$ cat config.mk
export PLATFORM = sky130hd
export DESIGN_NAME = not_unit_arbiter
export DESIGN_NICKNAME = d
export VERILOG_FILES = /design/src/rtl/not_unit_arbiter.sv
export SDC_FILE = /design/constraint.sdc
export NUM_CORES = 1
export LEC_CHECK = 0
export CAP_MARGIN = 30
export CELL_PAD_IN_SITES_DETAIL_PLACEMENT = 1
export CELL_PAD_IN_SITES_GLOBAL_PLACEMENT = 1
export CORE_MARGIN = 1.5
export CORE_UTILIZATION = 29
export CTS_BUF_LIST = sky130_fd_sc_hd__clkbuf_8
export DETAILED_ROUTE_END_ITERATION = 6
export DONT_BUFFER_PORTS = 1
export PLACE_DENSITY = 0.54
export SLEW_MARGIN = 20
export SYNTH_ARGS = -nofsm -noshare
export SYNTH_HDL_FRONTEND = slang
export SYNTH_SLANG_ARGS = --single-unit
$ cat constraint.sdc
create_clock -name clk -period 2.15 [get_ports clk]
set_input_delay 0.215 -clock clk [delete_from_list [all_inputs] [get_ports clk]]
set_output_delay 0.215 -clock clk [all_outputs]
set_load 0.01 [all_outputs]
$ cat src/rtl/not_unit_arbiter.sv
// Shared bitwise inverter arbitrated round-robin among four requesters,
// with a single-entry result register that drains and refills with no bubble.
module not_unit_arbiter #(
    parameter int WIDTH = 8
) (
    input  logic               clk,
    input  logic               rst_n,
    input  logic [3:0]         req,
    input  logic [4*WIDTH-1:0] op_a,
    output logic [3:0]         ack,
    output logic               res_valid,
    output logic [WIDTH-1:0]   res_data,
    output logic [1:0]         res_id,
    input  logic               res_ready,
    output logic               busy,
    output logic [15:0]        op_count
);

    typedef enum logic {
        EMPTY = 1'b0,
        FULL  = 1'b1
    } state_t;

    state_t           state_p1;
    logic [1:0]       ptr_p1;
    logic [1:0]       grant_p0;
    logic             slot_free_p0;
    logic             accept_p0;
    logic [WIDTH-1:0] sel_op_p0;

    assign res_valid = (state_p1 == FULL);

    // Round-robin search starts just above the last grant.
    always_comb begin
        logic [1:0] idx;
        logic       found;
        grant_p0 = ptr_p1;
        found    = 1'b0;
        idx      = ptr_p1;
        for (int k = 1; k <= 4; k++) begin
            idx = ptr_p1 + 2'(k);
            if (!found && req[idx]) begin
                grant_p0 = idx;
                found    = 1'b1;
            end
        end
    end

    assign slot_free_p0 = !res_valid || res_ready;
    assign accept_p0    = rst_n && slot_free_p0 && (|req);
    assign ack          = accept_p0 ? (4'b0001 << grant_p0) : 4'b0000;
    assign busy         = res_valid || (|req);
    assign sel_op_p0    = op_a[int'(grant_p0)*WIDTH +: WIDTH];

    // ---- stage p0 -> p1: result register, arbitration pointer, handshake count
    always_ff @(posedge clk or negedge rst_n) begin
        if (!rst_n) begin
            state_p1 <= EMPTY;
            ptr_p1   <= 2'd3;
            res_data <= '0;
            res_id   <= 2'd0;
            op_count <= 16'd0;
        end else begin
            if (res_valid && res_ready) begin
                op_count <= op_count + 16'd1;
            end
            case (state_p1)
                EMPTY: begin
                    if (accept_p0) begin
                        res_data <= ~sel_op_p0;
                        res_id   <= grant_p0;
                        ptr_p1   <= grant_p0;
                        state_p1 <= FULL;
                    end
                end
                FULL: begin
                    if (accept_p0) begin
                        res_data <= ~sel_op_p0;
                        res_id   <= grant_p0;
                        ptr_p1   <= grant_p0;
                        state_p1 <= FULL;
                    end else if (res_ready) begin
                        state_p1 <= EMPTY;
                    end
                end
                default: state_p1 <= EMPTY;
            endcase
        end
    end

endmodule

[Word-level counts from Yosys, hierarchy flattened]
Index checks and enable logic that the tools add are counted.
Word-level totals
  bits in registers: 29
  output and inout port bits: 32
  logic and storage cells: 52
Operators by class
  add/subtract/negate cells: 4
  $lt $le $gt $ge: 4
  shift-type cells: 2
  muxes and demuxes: 22
  bitwise gates (word level): 2
  reductions and logical operators: 13
Operators by type and width (number)
  $shiftx A32 B6 Y8: 1
  $add A16 B1 Y16 const B: 1
  $lt A2 B3 Y1 const B: 4
  $mux W1: 10
  $mux W2: 5
  $bmux W1 S2: 4
  $mux W8: 1
  $not A8 Y8: 1
  $logic_and A1 B1 Y1: 6
  $add A2 B2 Y2 const B: 2
  $logic_not A1 Y1: 4
  $mux W4: 1
  $reduce_or A4 Y1: 1
  $shl A1 B2 Y4 const A: 1
  $add A2 B1 Y2 const B: 1
  $logic_or A1 B1 Y1: 2
  $pmux W1 S2: 1
  $not A1 Y1: 1

[Logic depth before layout (Yosys ltp)]
  depth in word-level cells: 16
  depth in mapped cells: 7
  mapped depth without buffers: 6

[Worst setup path before layout]
OpenSTA, ideal clock, no wires.
  path type: register to output
  start: register ptr_p1[1]
  end: output port ack[2]
  arrival: 1.818 ns
  required time: 1.935 ns
  slack: 0.117 ns
  cell stages (with the launch flop): 7
  path buffers: 2
  cell sequence: dfstp_2 buf_6 mux2i_1 a221oi_4 buf_8 inv_1 nor3_1
On the way
  word-level cells in the longest chain between the ends: 15
  elaborated cells on any way between the ends: 26
Ends and longest elaborated chain
  start: declaration: RTL line 25  | logic [1:0] ptr_p1;
  start signal: assignment: RTL line 72  | ptr_p1 <= grant_p0;
  start signal: assignment: RTL line 80  | ptr_p1 <= grant_p0;
  $add A2 B1 Y2: RTL line 41  | idx = ptr_p1 + 2'(k);
  $bmux W1 S2: RTL line 42  | if (!found && req[idx]) begin
  $mux W1 (implied by the code): RTL line 42
  $mux W1: RTL line 42
  $logic_not A1 Y1: RTL line 42
  $logic_and A1 B1 Y1: RTL line 42
  $mux W1: RTL line 42
  $logic_not A1 Y1: RTL line 42
  $logic_and A1 B1 Y1: RTL line 42
  $mux W1: RTL line 42
  $logic_not A1 Y1: RTL line 42
  $logic_and A1 B1 Y1: RTL line 42
  $mux W2 (*): RTL line 42
  $shl A1 B2 Y4 (*): RTL line 51  | assign ack = accept_p0 ? (4'b0001 << grant_p0) : 4'b0000;
  $mux W4 (*): RTL line 51
  end: declaration: RTL line 10  | output logic [3:0] ack,
Mark *: on every way between the ends. The rest lies on a longest branch, timed or not. The select of a mux whose other input is x is not followed.

[Worst setup path after layout]
  start: register ptr_p1[1]
  end: output port ack[1]
The elaborated chain is that of the path after synthesis.

==> summary.log <==
qor: clock_network.cts_bufs_inserted 5
qor: worst_setup_path.rr_startpoint ptr_p1[1]$_DFFE_PN1P_
qor: worst_setup_path.slowest_stage sky130_fd_sc_hd__dfstp_2
qor: sta.setup-violations-final 0
qor: final_layout.final_cell_mix 27 x sky130_fd_sc_hd__dfrtp_1, 11 x sky130_fd_sc_hd__nand2_1, 10 x sky130_fd_sc_hd__mux2i_1, 9 x sky130_fd_sc_hd__mux2_2
qor: placement.post_dp_cell_area 1620 um^2
qor: routing.wirelength 3790 um
qor: floorplan.std_cell_rows 26
qor: floorplan.die_width 75.4 um
qor: sta.final.setup.worst_slack 0.115 ns
qor: synth.synthesis.yosys.warnings 0
qor: routing.number_of_drc_markers_in_iteration_0 46
qor: synth.synth.avg_cell_area 11.0 um^2
qor: worst_setup_path.cp-end-kind primary output
qor: final_layout.proportion_of_layout_cells_with_a_drive_suffix_above_1 20.7%
qor: worst_setup_path.startpoint_type flip-flop
qor: synth.synth.ff_latch_count 29
qor: synth.post_synthesis_net_count 178
qor: worst_setup_path.timing.reg2reg.setup_slack 0.19 ns
qor: pwr.powerDensity 1060 nW/um^2
qor: final_layout.leading_cell_type_in_the_layout_fill_and_taps_excluded sky130_fd_sc_hd__dfrtp_1
qor: floorplan.core-area 5070 um^2
qor: worst_setup_path.cpLargestDelayFamily flip-flops
qor: worst_setup_path.r2r.worst_path.cells 6
qor: worst_hold_path.hold_path_end res_valid$_DFF_PN0_
qor: sta.timing.final.crit_period 2.03 ns
qor: worst_setup_path.crit_path_max_fanout 17
qor: sta.finalCritPeriodShare 94.6%
qor: pwr.power.static_leakage 0.789 nW
qor: sta.slew_headroom 73.8%
qor: routing.ant_nets 0
qor: worst_hold_path.hold_path_class in2reg
qor: clock_network.cts.root.buffer_cell sky130_fd_sc_hd__clkbuf_8
qor: clock_network.tritoncts built
qor: final_layout.nNetsFinal 189
qor: final_layout.antenna-diode-count 0
qor: final_layout.synthToLayoutAreaGrowth 15.1%
qor: final_layout.final_design_area_no_fill 1750 um^2
qor: placement.dp.cells 209
qor: worst_setup_path.r2r-end res_data[0]$_DFFE_PN0P_
qor: sta.final.setup.tns 0 ns
qor: worst_setup_path.crit_chain mux2i_1 -> a221oi_4 -> buf_4 -> buf_12 -> nor2_1
qor: global_routing.first_pass_grt_wire_length 5760 um
qor: final_layout.instances_no_fill 220
qor: global_routing.first_global_vias 1,205
qor: sta.worst_clock_skew 0.00531 ns
qor: placement.finalWeightedCongestion 0.729
qor: routing.post_drt_via_cell_ratio 5.19
qor: floorplan.initial_utilization 29.9%
qor: sta.timing_worst_slew_pin_value 0.389 ns
qor: worst_hold_path.min_from rst_n
qor: clock_network.clk_latency 0.27 ns
qor: synth.synthesis.instances 138
qor: clock_network.cts.reportedPaths.clkPinSlew 0.06 ns
qor: synth.yosys.cell_types.count 33
qor: clock_network.clkSinkCount 29
qor: global_routing.grt.met2_usage 24.4%
qor: sta.finalMaxSlewViolations 0
qor: global_routing.grt_max_degree 30
qor: placement.pre_cts_slack 0.227 ns
qor: global_routing.grt_overflow_total 0
qor: worst_setup_path.cp_buf_inv_count 2
qor: placement.detailedPlacementHpwl 2790 um
qor: routing.routed_wire_length_per_instance 17.2 um
qor: synth.synth.yosys.seq_area_share 47.9%
qor: worst_setup_path.worst_setup_sp ptr_p1[1]$_DFFE_PN1P_
qor: routing.firstDrtPassIters 4
qor: global_routing.grt_antenna_before_repair 0
qor: placement.place.port_buffers 0
qor: floorplan.fp.dieArea 5680 um^2
qor: pwr.max-vdd-ir-drop 327 uV
qor: sta.maxClockFrequency 491 MHz
qor: clock_network.cts-htree-levels 2
qor: global_routing.grt_busiest_layer met2
qor: routing.drc 0
qor: global_routing.globalRouteMet3Util 5.69%
qor: synth.mappedNetlistArea 1520 um^2
qor: clock_network.clk_path_buf_depth 2
qor: flow_run.maxCapViolations 0
qor: floorplan.pin_count 71
qor: worst_setup_path.crit_type reg2out
qor: sta.fin_hold_viols 0
qor: status.status finished, final reports clean
qor: worst_hold_path.worst_hold_path_cells 2
qor: global_routing.use_met1 15.1%
qor: worst_setup_path.worst_path_largest_cell_delay 0.60 ns
qor: sta.fin_worst_hold_slack 0.0759 ns
qor: sta.rsz0062_at_grt no
qor: global_routing.grtUsageTotal 14.1%
qor: worst_setup_path.cp_data_arrival_time 1.82 ns
qor: worst_setup_path.worstPathRequired 1.93 ns
qor: floorplan.die_h 75.4 um
qor: routing.vias 1,141
[power by group]
part	switching (mW)	internal, mW
logic	0.242	0.261
registers	0.228	0.700
clock network	0.201	0.219
[metal layers]
layer / part of all wire, % / wire length (um)
met4: 1.3 / 51
met3: 8.1 / 306
met2: 52 / 1980
met5: 0 / 0
met1: 38 / 1460
[worst max path at each step]
stage | end | slack (ns) | cells after the start
floorplan | ack[2] | 0.12 | 6
global placement | res_data[0]$_DFFE_PN0P_ | 0.33 | 5
detailed placement | res_data[0]$_DFFE_PN0P_ | 0.23 | 5
CTS | ack[0] | 0.003 | 5
global route | ack[2] | 0.0008 | 5
finish | ack[1] | 0.12 | 5
[sequential cells by signal (all words and copies together), names as in the netlist]
register / count
ptr_p1: 2
res_id: 2
res_data: 8
res_valid: 1
op_count: 16
[through the flow]
stage	total power, mW	utilization, %
after detailed placement	1.42	31.9
after global placement	1.37	31.9
after floorplan	1.29	-
after CTS	1.87	34.1
final	1.85	34.4
after global routing	1.98	34.4
[cell usage after synthesis]
| library cell | number | share of area (%) |
|---|---|---|
| sky130_fd_sc_hd__nor3_1 | 4 | 1.3 |
| sky130_fd_sc_hd__o21a_1 | 3 | 1.5 |
| sky130_fd_sc_hd__xnor2_1 | 8 | 4.6 |
| sky130_fd_sc_hd__mux2_2 | 9 | 6.7 |
| sky130_fd_sc_hd__a31o_2 | 1 | 0.58 |
| sky130_fd_sc_hd__buf_2 | 2 | 0.66 |
| sky130_fd_sc_hd__nor2_1 | 7 | 1.7 |
| sky130_fd_sc_hd__buf_6 | 1 | 0.74 |
| sky130_fd_sc_hd__a22oi_1 | 8 | 4.0 |
| sky130_fd_sc_hd__ha_1 | 1 | 0.82 |
| sky130_fd_sc_hd__and3_1 | 3 | 1.2 |
| sky130_fd_sc_hd__and2_1 | 2 | 0.82 |
| sky130_fd_sc_hd__a22o_1 | 1 | 0.58 |
| sky130_fd_sc_hd__dfrtp_1 | 27 | 44 |
| sky130_fd_sc_hd__xor2_1 | 7 | 4.0 |
| sky130_fd_sc_hd__or2_2 | 1 | 0.41 |
| sky130_fd_sc_hd__nand2_1 | 12 | 3.0 |
| sky130_fd_sc_hd__buf_8 | 1 | 0.99 |
| sky130_fd_sc_hd__nand3_1 | 7 | 2.3 |
| sky130_fd_sc_hd__a21o_1 | 1 | 0.49 |
| sky130_fd_sc_hd__mux2i_1 | 10 | 6.6 |
| sky130_fd_sc_hd__o21ai_0 | 1 | 0.33 |
| sky130_fd_sc_hd__a21boi_0 | 1 | 0.49 |
| sky130_fd_sc_hd__nand2b_1 | 2 | 0.82 |
| sky130_fd_sc_hd__inv_1 | 3 | 0.74 |
| sky130_fd_sc_hd__nor4_1 | 1 | 0.41 |
| sky130_fd_sc_hd__or4_1 | 1 | 0.49 |
| sky130_fd_sc_hd__dfstp_2 | 2 | 3.5 |
| sky130_fd_sc_hd__nand4_1 | 1 | 0.41 |
| sky130_fd_sc_hd__o21ai_1 | 7 | 2.3 |
| sky130_fd_sc_hd__nor3b_1 | 1 | 0.49 |
| sky130_fd_sc_hd__a211oi_2 | 1 | 0.82 |
| sky130_fd_sc_hd__a221oi_4 | 1 | 1.7 |
[worst reg2reg max path: cells and delay by family (launching register included)]
family                 cells  cell delay [ns]
muxes                      2             0.48
AOI/OAI and AO/OA          2             0.47
buffers and inverters      2             0.33
DFF                        1             0.60
[layout make-up]
type / count / area [um^2]
clock buffer: 5 / 68.8
clock inverter: 3 / 13.8
fill: 590 / 3330
inverter: 3 / 11.3
multi-input combinational: 102 / 751
sequential: 29 / 728
tap: 70 / 87.6
timing repair buffer: 8 / 87.6
[logic make-up (layout without fill, tap and decap cells)]
group | count (synthesis) | count (layout) | synth area share [%]
xor gates and xnor gates | 15 | 15 | 8.65
adders and majority gates | 1 | 1 | 0.824
AOI/OAI and AO/OA | 25 | 25 | 12.8
buffers and inverters | 7 | 19 | 3.13
DFF | 29 | 29 | 47.9
muxes | 19 | 19 | 13.3
and+or+nand+nor | 42 | 42 | 13.4
[what timing repair did]
item / 4_1_cts / 5_1_grt
setup endpoints to repair: 0 / 3
endpoints found under the hold margin: 29 / 0
buffers inserted: 0 / 1
hold buffers: 2 / 0
gates resized for setup: 0 / 2
Note: power is estimated with default switching activity, not from simulation.
